[src/rtl/bcd_entry_n.sv]
// bcd_entry_n: keypad BCD operand entry with backspace, clear, invalid-key rejection
// and a shift-register history of committed operands.
`ifndef NEGATIVE
`define NEGATIVE 4'hA
`endif
`ifndef OFF
`define OFF 4'hF
`endif
module bcd_entry_n #(
   parameter int DIGITS     = 3,
   parameter int HIST_DEPTH = 2,
   parameter int IW         = $clog2(DIGITS + 1),
   parameter int HW         = $clog2(HIST_DEPTH + 1)
) (
   input  logic                             clk,
   input  logic                             rst,
   input  logic                             bcd_input,
   input  logic [3:0]                       bcd_num,
   input  logic                             bcd_del,
   input  logic                             bcd_clr,
   input  logic                             sign_on,
   output logic [4*DIGITS-1:0]              curr_value,
   output logic [IW-1:0]                    digit_idx,
   output logic [DIGITS-1:0]                digit_led,
   output logic                             curr_sign_mode,
   output logic [3:0]                       sign,
   output logic [4*DIGITS*HIST_DEPTH-1:0]   hist_value,
   output logic [HIST_DEPTH-1:0]            hist_sign,
   output logic [HW-1:0]                    hist_count,
   output logic                             got_value,
   output logic                             commit,
   output logic                             err
);
   typedef enum logic {ENTRY, FULL} state_t;
   localparam logic [IW-1:0] LAST = IW'(DIGITS - 1);
   state_t state, state_n;
   logic in_q, press, commit_n, err_n;
   logic [IW-1:0] idx_n, pos;
   logic [4*DIGITS-1:0] cur_n;
   logic [4*DIGITS-1:0] hist [HIST_DEPTH];
   logic [4*DIGITS-1:0] hist_n [HIST_DEPTH];
   logic [HIST_DEPTH-1:0] hsign_n;
   logic [HW-1:0] hcnt_n;
   assign press = bcd_input & ~in_q;
   // a press in FULL always restarts at digit 0 on a cleared operand
   assign pos = (state == FULL) ? '0 : digit_idx;
   always_comb begin
      state_n  = state;
      idx_n    = digit_idx;
      cur_n    = curr_value;
      hist_n   = hist;
      hsign_n  = hist_sign;
      hcnt_n   = hist_count;
      commit_n = 1'b0;
      err_n    = 1'b0;
      if (bcd_clr) begin
         cur_n   = '0;
         idx_n   = '0;
         state_n = ENTRY;
      end else if (bcd_del) begin
         if (state == ENTRY && digit_idx != '0) begin
            idx_n = digit_idx - IW'(1);
            cur_n[{idx_n, 2'b00} +: 4] = 4'h0;
         end
      end else if (press && bcd_num > 4'd9) begin
         err_n = 1'b1;
      end else if (press) begin
         if (state == FULL) cur_n = '0;
         cur_n[{pos, 2'b00} +: 4] = bcd_num;
         idx_n   = pos + IW'(1);
         state_n = ENTRY;
         if (pos == LAST) begin
            commit_n   = 1'b1;
            state_n    = FULL;
            hist_n[0]  = cur_n;
            hsign_n[0] = curr_sign_mode;
            for (int h = 1; h < HIST_DEPTH; h++) begin
               hist_n[h]  = hist[h-1];
               hsign_n[h] = hist_sign[h-1];
            end
            hcnt_n = hist_count + HW'(hist_count != HW'(HIST_DEPTH));
         end
      end
   end
   always_ff @(posedge clk) begin
      if (rst) begin
         state          <= ENTRY;
         in_q           <= 1'b0;
         curr_sign_mode <= 1'b0;
         digit_idx      <= '0;
         curr_value     <= '0;
         hist           <= '{default: '0};
         hist_sign      <= '0;
         hist_count     <= '0;
         commit         <= 1'b0;
         err            <= 1'b0;
      end else begin
         state          <= state_n;
         in_q           <= bcd_input;
         curr_sign_mode <= sign_on;
         digit_idx      <= idx_n;
         curr_value     <= cur_n;
         hist           <= hist_n;
         hist_sign      <= hsign_n;
         hist_count     <= hcnt_n;
         commit         <= commit_n;
         err            <= err_n;
      end
   end
   for (genvar g = 0; g < HIST_DEPTH; g++) begin : g_hist
      assign hist_value[g*4*DIGITS +: 4*DIGITS] = hist[g];
   end
   assign got_value = (state == FULL);
   assign digit_led = (state == FULL) ? '0 : DIGITS'(1) << digit_idx;
   assign sign      = curr_sign_mode ? `NEGATIVE : `OFF;
endmodule

[config.mk]
export PLATFORM = sky130hd
export DESIGN_NAME = bcd_entry_n
export DESIGN_NICKNAME = d
export VERILOG_FILES = /design/src/rtl/bcd_entry_n.sv
export SDC_FILE = /design/constraint.sdc
export NUM_CORES = 1
export LEC_CHECK = 0
export BUFFER_PORTS_ARGS = -buffer_cell sky130_fd_sc_hd__clkbuf_2
export CAP_MARGIN = 40
export CORE_UTILIZATION = 45
export DETAILED_ROUTE_END_ITERATION = 12
export GPL_ROUTABILITY_DRIVEN = 0
export PLACE_DENSITY = 0.8
export SYNTH_ARGS = -nofsm -noshare
export SYNTH_HDL_FRONTEND = slang
export SYNTH_SLANG_ARGS = --single-unit
[constraint.sdc]
create_clock -name clk -period 2.3 [get_ports clk]
set_input_delay 0.345 -clock clk [delete_from_list [all_inputs] [get_ports clk]]
set_output_delay 0.345 -clock clk [all_outputs]
set_load 0.02 [all_outputs]
Word level (Yosys, flattened, before mapping)

Index checks and enable logic that the tools add are counted.

Output and inout port bits: 53
Logic and storage cells: 63
Memory bits (writable): 0
Bits of input ports: 10
Register bits: 47
Bits in read-only memories: 0
Bits in latches: 0
Memories kept: 0

Shift-type cells: 5
Bitwise logic cells: 7
Reduce and logical (&&, ||, !) cells: 10
Magnitude comparators: 1
Divide/modulo/power cells: 0
Multipliers: 0
Mux-type cells: 20
Equality and inequality tests: 4
$add $sub $neg: 5

Operator list:

| kind                    | number |
|---|---|
| $mux 12                 | 9 |
| $bwmux 12               | 2 |
| $shift 4x6->12 const A  | 2 |
| $neg 4->6               | 2 |
| $shiftx 4x6->12         | 1 |
| $shiftx 4x6->12 const A | 1 |
| $mux 2                  | 5 |
| $mux 3                  | 2 |
| $not 1->1               | 6 |
| $reduce_and 3->1        | 2 |
| $reduce_and 5->1        | 1 |
| $reduce_or 5->1         | 1 |
| $gt 4x4->1 const B      | 1 |
| $ne 2x2->1 const B      | 2 |
| $reduce_bool 2->1       | 2 |
| $reduce_or 3->1         | 1 |
| $shl 1x2->3 const A     | 1 |
| $add 2x1->2             | 1 |
| $add 2x1->2 const B     | 1 |
| $eq 2x2->1 const B      | 1 |
| $logic_and 1x1->1       | 2 |
| $mux 1                  | 2 |
| $ne 2x1->1 const B      | 1 |
| $reduce_or 2->1         | 1 |
| other kinds (2)         | 2 |

Logic depth before layout (Yosys ltp)

Gate-level depths: netlist of the first run.

Depth in word-level cells: 10
Depth in mapped cells: 8
Mapped depth without buffers: 7

Worst setup path before layout of the first run

OpenSTA, ideal clock, no wires.

Path kind: reg2reg
Start: register digit_idx[0]
End: register hist, in the netlist hist_value[11]
Path slack: -0.009 ns
Clock period less this slack: 2.309 ns
Arrival: 2.224 ns
Stages on the path, launching flop included: 8
Required time: 2.214 ns
Library setup time: 0.086 ns
Path buffers: 0
Cell sequence: dfxtp_1 -> nor2b_1 -> inv_1 -> ha_1 -> nor2b_1 -> nor4bb_1 -> a22oi_1 -> a211oi_1

Longest elaborated chain between the ends: 4
Elaborated cells on any way between the ends: 7
Those cells by class: add/sub: 1; eq/ne: 1; shift: 2; mux: 2; reduce/logical: 1

RTL lines:

| what                                              | RTL line | text |
|---|---|---|
| start: declaration                                | 23       | `output logic [IW-1:0] digit_idx,` |
| start signal: assignment                          | 101      | `digit_idx <= idx_n;` |
| $mux 2 *                                          | 46       | `assign pos = (state == FULL) ? '0 : digit_idx;` |
| $neg 4->6                                         | 69       | `cur_n[{pos, 2'b00} +: 4] = bcd_num;` |
| $shiftx 4x6->12 or $shift 4x6->12 (tied branches) | 69       |  |
| $bwmux 12                                         | 69       |  |
| end signal: assignment                            | 103      | `hist <= hist_n;` |
| end: declaration                                  | 40       | `logic [4*DIGITS-1:0] hist [HIST_DEPTH];` |

Every way passes the cells marked *; elsewhere a longest branch is shown, timed or not.
A chain may end at the register's enable or synchronous reset.

Final worst setup path of the first run

Start: register digit_idx[0]
End: register hist, in the netlist hist_value[8]

Same word-level chain as after synthesis.

==> results.tsv, run 1 <==
metric	value	unit
status	finished clean	
crit-path max FO	4	
number of flops mapped to enable cells by yosys	0	
Crit. End Element	flip-flop	
Core ar.	4380	sq um
Pwr per Cell Area	617	nW/um^2
clock power share	0.404	
unrepaired setup endpoints after global routing	no	
Initial Util	0.469	
largest net degree at the start of global routing	35	
root buffer cell	clkbuf_8	
final period utilization	0.879	
hold path cells	2	
sequential share of power	0.520	
Max-Cap Viols	0	
Final Critical Period	2020	ps
CP startpoint kind	flip-flop	
WL per Instance	13.2	microns
WHS Endpoint	curr_sign_mode$_SDFF_PP0_	
Clk pin slew, worst setup/hold paths	90	ps
global-route wire length before repair	7570	microns
sequential area share after synthesis	0.457	
CTS tree	yes	
Switching Power	0.363	mW
total clock sinks	47	
remaining global-route overflow	0	
H-Tree Depth	2	
layout cells sized above 1	0.276	
Crit Path Category	flip-flop to flip-flop	
post-CTS setup buffers	0	
Post-Syn Instances	233	
Hold-fix buffers, CTS	0	
r2r endpoint	hist_value[8]$_SDFFE_PP0P_	
final hold violation count	0	
placed cell count	341	
Power Total	1.58	mW
internal cell power	1.22	mW
ys async rst share	0	
chip width	69.6	microns
hold path startpoint	sign_on	
cell area after layout	2560	sq um
placed inst area	2430	sq um
num rows	24	
post-synthesis register bit count	47	
Area growth syn-to-layout	24.2	%
FMAX	495	MHz
Die H	69.6	microns
post-synth cell types	33	
vias per cell	5.29	
Worst-Margin Slew	590	ps
switching share of power	0.230	
post_cts resized	0	
Avg Synthesized Cell Area	8.83	sq um
CTS buffer count	5	
dpl hpwl	3350	microns
maximum VDD drop	0.220	mV
reg2reg start	digit_idx[0]$_SDFFE_PP0P_	
1st-iter DRT viols	133	
drt drc	0	
hold crit path type	primary input to flip-flop	
Gate power share	0.076	
initial antenna violation count	0	
reg2reg setup slack	280	ps
prevailing post-synth register cell	dfxtp_1	
Post-Route WL	4600	microns
worst clock skew	10.4	ps
vias in the first global route	1611	
final setup fails	0	
Warnings, synthesis	0	
first-pass iteration count of the detailed router	4	
count of final max-slew check failures	0	
number of diodes	0	
CTS Buffer Depth	2	
IO Pins	63	
Final Instance Count excl. Fillers	349	
LEAKAGE	1.05	nW
Slew HR	0.607	
DR vias	1845	
Worst Path Required	2520	ps
Die ar.	4850	sq um
nets	318	
Antenna Nets Post-Route	0	
final setup TNS	0	ps
clk_lat worst skew	300	ps
R2R depth	7	
Syn Std Cell Area	2060	sq um
Port Buffers	60	
Worst Path Arrival	2240	ps
Total GRT Usage	0.195	
==> power groups by stage <==
stage / clock network [mW] / logic (mW) / registers, mW
finish: 0.638 / 0.120 / 0.820
floorplan: 0 / 0.0706 / 0.845
CTS: 0.655 / 0.119 / 0.821
global placement: 0 / 0.117 / 0.840
global route: 0.688 / 0.129 / 0.822
detailed placement: 0 / 0.118 / 0.840
==> worst max-delay path by stage <==
stage,startpoint,to,slack (ps)
after CTS,digit_idx[0]$_SDFFE_PP0P_,hist_value[8]$_SDFFE_PP0P_,270
after global placement,digit_idx[0]$_SDFFE_PP0P_,hist_value[8]$_SDFFE_PP0P_,360
final,digit_idx[0]$_SDFFE_PP0P_,hist_value[8]$_SDFFE_PP0P_,280
after global routing,digit_idx[0]$_SDFFE_PP0P_,hist_value[11]$_SDFFE_PP0P_,20
after detailed placement,digit_idx[0]$_SDFFE_PP0P_,hist_value[8]$_SDFFE_PP0P_,300
after floorplan,digit_idx[0]$_SDFFE_PP0P_,hist_value[11]$_SDFFE_PP0P_,60
==> cell usage in the layout (no fill, tap or decap), drive strengths merged, types with 6 or more instances in the layout <==
master | netlist | routed
a22oi | 7 | 7
nor3 | 12 | 12
nor2b | 10 | 10
inv | 8 | 9
clkbuf | 8 | 66
nand2 | 40 | 40
a221oi | 6 | 6
buf | 6 | 9
dfxtp | 47 | 47
a211oi | 8 | 8
a21oi | 18 | 18
ha | 12 | 12
nor2 | 20 | 20
==> critical path, stage by stage, from the launching register on <==
cell,delay [ps]
dfxtp_1,350
nor2b_1,170
inv_1,110
ha_1,320
nor2b_1,150
nor4bb_2,430
a22oi_1,170
a211oi_1,230
==> layout make-up <==
class / instances / area (sq um)
fill: 401 / 1830
multi-input combinational: 165 / 1020
inverter: 8 / 30.0
clock buffer: 6 / 82.6
sequential: 47 / 941
clock inverter: 2 / 38.8
timing repair buffer: 69 / 380
tap: 52 / 65.1
==> synth_stat cells, types with 4 or more instances <==
cell type | instances | area [sq um]
buf_4 | 5 | 37.5
nor3_1 | 12 | 60.1
clkbuf_1 | 8 | 30.0
o2bb2ai_1 | 4 | 35.0
a21oi_1 | 18 | 90.1
ha_1 | 12 | 150
a221oi_1 | 6 | 52.6
nor2b_1 | 10 | 62.6
a22oi_1 | 7 | 52.6
o21ai_0 | 4 | 20.0
nand2_1 | 40 | 150
inv_1 | 8 | 30.0
a211oi_1 | 6 | 45.0
dfxtp_1 | 47 | 941
nor2_1 | 20 | 75.1
a32o_1 | 4 | 40.0
==> flip-flops by register name, indices dropped and copies added, names as in the netlist <==
signal / cells
hist_value: 24
curr_value: 12
digit_idx: 2
hist_count: 2
hist_sign: 2
commit: 1
curr_sign_mode: 1
err: 1
got_value: 1
in_q: 1
==> through the flow <==
step                      setup WS, ps   util  hold slack, ps
final                              279  0.583             254
after global routing              23.8  0.583             269
after CTS                          266  0.583             249
after detailed placement           300  0.555             447
after global placement             363  0.555             440
after floorplan                   56.7      -             471
==> metal layers <==
metal	wire (microns)	vias to the layer above	global-route usage
li1	-	934	-
met1	2230	839	0.267
met2	2020	66	0.286
met3	306	6	0.0640
met4	55	0	0.0711
met5	0	-	0
==> logic make-up after synthesis <==
logic type      share of synthesized area
simple gates                        0.218
compound gates                      0.198
flops                               0.457
buf+inv                            0.0529
fa+ha+maj                          0.0729
other cells                       0.00182
(Power assumes the default switching activity.)
==> inputs of run 2 (changes only) <==
- ABC_AREA: unset -> 1
- CORE_UTILIZATION: 45 -> 47
- PLACE_DENSITY: 0.8 -> 0.81
==> run 2 against run 1 <==
Net effect: sequential power is essentially flat; setup slack improved by 13 ps; via count is 23% higher; flip-flop and latch count stayed put; combinational power about the same; synthesized cell count is 48% higher; count of clock-buffer cells in the layout did not move; first-iteration DRC count grew 8.3%; clock power is 13% higher; wire length grew 18%; core utilization grew 0.42 points; area after synthesis is 16% higher; largest power group unchanged.
==> results.tsv, run 2 <==
metric	value	unit
status	finished clean	
crit-path max FO	6	
top cells by count, synth	nand2_1, nand3_1, nor2_1, dfxtp_1, inv_1	
final hold violation count	0	
FMAX	498	MHz
Initial Util	0.496	
Die ar.	5370	sq um
CTS Buffer Depth	2	
post-CTS setup buffers	0	
CP cell instances	inv_1 > nor2_1 > inv_1 > ha_1 > inv_1 > nand2_1 > nor2_1 > inv_1 > o21ai_0 > nor2_1 > nor2_1	
commonest non-fill, non-tap cell in the layout	nand2_1	
H-Tree Depth	2	
IO Pins	63	
hold crit path type	primary input to flip-flop	
Buf+Inv Stages, Crit Path	4	
worst clock skew	10.4	ps
Power Total	1.67	mW
root buffer cell	clkbuf_8	
Port Buffers	60	
Area growth syn-to-layout	18.4	%
clk_lat worst skew	310	ps
Antenna Nets Post-Route	0	
most common cell in the netlist	nand2_1	
sequential area share after synthesis	0.394	
reg2reg start	digit_idx[1]$_SDFFE_PP0P_	
vias per cell	4.84	
Post-Syn Instances	344	
first-pass iteration count of the detailed router	4	
post_cts resized	0	
most frequent cells in the layout	nand2_1, clkbuf_2, nor2_1, nand3_1, dfxtp_1	
global-route wire length before repair	9270	microns
num rows	25	
Worst Path Required	2550	ps
final setup fails	0	
Largest register FFs	24	
chip width	73.3	microns
maximum VDD drop	0.368	mV
Final Critical Period	2010	ps
Die H	73.3	microns
dpl hpwl	4070	microns
Worst Path Arrival	2260	ps
Critical path origin	digit_idx[1]$_SDFFE_PP0P_	
Crit. End Element	flip-flop	
Slew HR	0.669	
Layout fillers	483	
total clock sinks	47	
Slowest cell on crit path	dfxtp_1	
CP delay by family, top	simple AND/OR/NAND/NOR gates	
number of diodes	0	
CP startpoint kind	flip-flop	
Clk pin slew, worst setup/hold paths	90	ps
Worst-Margin Slew	493	ps
remaining global-route overflow	0	
Warnings, synthesis	0	
number of flops mapped to enable cells by yosys	0	
drt drc	0	
Pwr per Cell Area	589	nW/um^2
CTS tree	yes	
dominant cell type by area after synthesis	dfxtp_1	
Syn Std Cell Area	2390	sq um
share of Yosys cell area claimed by the top area cell type	0.394	
biggest cell delay along the critical path	430	ps
synth top area cells	dfxtp_1, nand2_1, nand3_1, nor2_1, ha_1	
initial antenna violation count	0	
Post-Route WL	5440	microns
largest net degree at the start of global routing	29	
count of final max-slew check failures	0	
prevailing post-synth register cell	dfxtp_1	
vias in the first global route	2146	
final period utilization	0.873	
LEAKAGE	1.46	nW
nets	423	
Crit Path Category	flip-flop to flip-flop	
final setup TNS	0	ps
layout cells sized above 1	0.256	
hold path startpoint	sign_on	
DR vias	2271	
Core ar.	4820	sq um
post-synthesis register bit count	47	
Total GRT Usage	0.223	
post-synth cell types	26	
Avg Synthesized Cell Area	6.94	sq um
Max-Cap Viols	0	
unrepaired setup endpoints after global routing	no	
1st-iter DRT viols	144	
CTS buffer count	5	
WL per Instance	11.6	microns
ys async rst share	0	
Hold-fix buffers, CTS	0	
-- run 2: cells by family (layout without fill, tap and decap cells) --
group,count (synthesis),after routing,synth area share
AO/OA/AOI/OAI,16,16,0.0335
adder cells (fa/ha/maj),12,12,0.0629
buffers and inverters,58,115,0.112
flip-flops,47,47,0.394
other,1,2,0.00157
AND/OR/NAND/NOR,210,210,0.397
-- run 2: routing by layer --
metal  global-route usage  wire, microns  share of wire  vias up
met2                0.365           2460           0.45       76
li1                     -              -              -     1165
met4               0.0684             79          0.015        0
met3               0.0576            374          0.069        9
met5                    0              0              0        -
met1                0.289           2520           0.46     1021
-- run 2: final cells by class --
class                      instances  area, sq um  share of cell area
inverter                          45          171              0.0606
sequential                        47          941               0.333
timing repair buffer              62          315               0.111
multi-input combinational        240         1180               0.419
tap                               67         83.8              0.0296
clock buffer                       6         72.6              0.0257
clock inverter                     2         60.1              0.0212
-- run 2: path summary, 6_finish.rpt --
path	endpoint	cells after the start	slack, ps
max	hist_value[10]$_SDFFE_PP0P_	11	290
min	curr_sign_mode$_SDFF_PP0_	3	230
max reg2reg	hist_value[10]$_SDFFE_PP0P_	11	290
min reg2reg	hist_value[15]$_SDFFE_PP0P_	2	490
-- run 2: tightest hold or removal path: cells and delay by family --
kind,cells,cell delay (ps)
buffers and inverters,2,120
AND/OR/NAND/NOR,1,30
-- run 2: through the flow --
stage                     area [sq um]  std cells  utilization  hold WS [ps]  setup slack, ps
after floorplan                   2390        345            -           416              480
after global placement            2700        461        0.560           468              408
final                             2830        469        0.587           229              293
after detailed placement          2700        461        0.560           475              337
after CTS                         2830        469        0.587           229              322
after global routing              2830        469        0.587           238            0.677
-- run 2: where the power goes --
| part | internal [mW] | switching (mW) | total, mW |
|---|---|---|---|
| clock | 0.434 | 0.287 | 0.721 |
| combinational | 0.0338 | 0.0888 | 0.123 |
| sequential | 0.818 | 0.00438 | 0.822 |
| total | 1.29 | 0.380 | 1.67 |
==> inputs of run 3 (changes only) <==
- REMOVE_ABC_BUFFERS: unset -> 1
==> run 3 against run 2 <==
Net effect: non-clock buffer count up 2; sequential power about the same; global-route usage down 1.0 points; via count down 3.0%; final cell count up 0.43%; power down 5.3%; combinational power about the same; wire length down 5.0%; core utilization up 0.052 points; setup slack better by 34 ps; largest power group unchanged; highest routed layer unchanged.
==> results.tsv, run 3 (synthesis results as in run 2) <==
metric	value	unit
status	finished clean	
chip width	73.3	microns
Initial Util	0.496	
final hold violation count	0	
maximum VDD drop	0.315	mV
drt drc	0	
initial antenna violation count	0	
placed inst area	2710	sq um
global-route wire length before repair	8800	microns
Core ar.	4820	sq um
commonest non-fill, non-tap cell in the layout	nand2_1	
Post-Route WL	5170	microns
Worst Path Arrival	2210	ps
Crit Path Category	flip-flop to flip-flop	
final setup TNS	0	ps
root buffer cell	clkbuf_8	
hold crit path type	primary input to flip-flop	
total clock sinks	47	
worst clock skew	5.32	ps
R2R depth	8	
DR vias	2202	
GRT met1 Usage	0.249	
r2r endpoint	hist_value[2]$_SDFFE_PP0P_	
H-Tree Depth	2	
remaining global-route overflow	0	
Die H	73.3	microns
CP startpoint kind	flip-flop	
1st-iter DRT viols	83	
Die ar.	5370	sq um
Worst setup endpoint	hist_value[2]$_SDFFE_PP0P_	
FMAX	507	MHz
Final Critical Period	1970	ps
final setup fails	0	
nets	425	
Clk pin slew, worst setup/hold paths	90	ps
Crit. End Element	flip-flop	
Max-Cap Viols	0	
Hold Worst Slack	225	ps
CTS tree	yes	
met3 GRT Util	0.0604	
crit-path max FO	15	
CTS buffer count	5	
IO Pins	63	
cell area after layout	2830	sq um
LEAKAGE	1.47	nW
post_cts resized	0	
largest net degree at the start of global routing	29	
reg2reg setup slack	330	ps
num rows	25	
Power Total	1.58	mW
unrepaired setup endpoints after global routing	no	
vias in the first global route	2080	
number of diodes	0	
Critical path origin	got_value$_SDFFE_PP0P_	
Hold-fix buffers, CTS	0	
Port Buffers	60	
final period utilization	0.858	
Largest register FFs	24	
Total GRT Usage	0.213	
post-CTS setup buffers	0	
WL per Instance	11.0	microns
clk_lat worst skew	310	ps
dpl hpwl	3820	microns
reg2reg start	got_value$_SDFFE_PP0P_	
Pwr per Cell Area	557	nW/um^2
vias per cell	4.68	
layout cells sized above 1	0.265	
Antenna Nets Post-Route	0	
Worst Path Required	2540	ps
first-pass iteration count of the detailed router	4	
Area growth syn-to-layout	18.5	%
most frequent cells in the layout	nand2_1, clkbuf_2, nand3_1	
met2 Use GR	0.364	
CTS Buffer Depth	2	
GR peak layer	met2	
count of final max-slew check failures	0	
run 3: cell types whose count changed in the layout (fill, tap and decap cells not counted), sizes merged:
cell	previous run	this run
buf	2	4
bufinv	2	1
clkinv	1	2
run 3: routing by layer:
layer  routed length (microns)  part of all wire  vias to the layer above
li1                          -                 -                     1168
met1                      2380              0.46                      970
met2                      2370              0.46                       56
met3                       330             0.064                        8
met4                        82             0.016                        0
met5                         0                 0                        -
run 3: per-stage QoR:
| step | utilization | instances | setup slack, ps |
|---|---|---|---|
| 2_1_floorplan | - | 332 | 475 |
| 6_report | 0.588 | 471 | 326 |
| 3_5_place_dp | 0.563 | 463 | 356 |
| 4_1_cts | 0.587 | 471 | 328 |
| 5_1_grt | 0.588 | 471 | 41.2 |
| 3_3_place_gp | 0.563 | 463 | 379 |
run 3: how the worst min path moves through the flow:
stage / startpoint / end / slack, ps / depth (start not counted)
2_1_floorplan: rst / in_q$_SDFF_PP0_ / 420 / 1
3_3_place_gp: curr_value[7]$_SDFFE_PP0P_ / curr_value[7]$_SDFFE_PP0P_ / 470 / 2
3_5_place_dp: curr_value[4]$_SDFFE_PP0P_ / curr_value[4]$_SDFFE_PP0P_ / 470 / 2
4_1_cts: sign_on / curr_sign_mode$_SDFF_PP0_ / 230 / 3
5_1_grt: sign_on / curr_sign_mode$_SDFF_PP0_ / 230 / 3
6_report: sign_on / curr_sign_mode$_SDFF_PP0_ / 220 / 3
run 3: cell type report:
| class | count | area, sq um |
|---|---|---|
| fillers | 469 | 1990 |
| clock buffers | 6 | 82.6 |
| well taps | 67 | 83.8 |
| inverters | 45 | 171 |
| flip-flops and latches | 47 | 941 |
| clock inverters | 2 | 35.0 |
| repair buffers | 64 | 330 |
| multi-input cells | 240 | 1190 |
run 3: worst max-delay path, cell delays in order (launching register included):
cell and delay (ps):
dfxtp_1 380, inv_2 230, nand2_2 190, ha_1 370
inv_1 70, nand3_1 110, o21ai_0 330, nor2_1 90
nor2_1 140
run 3: where the power goes:
part / total [mW] / switching, mW / internal (mW)
logic: 0.124 / 0.0888 / 0.0348
registers: 0.822 / 0.00436 / 0.818
clock network: 0.631 / 0.279 / 0.352
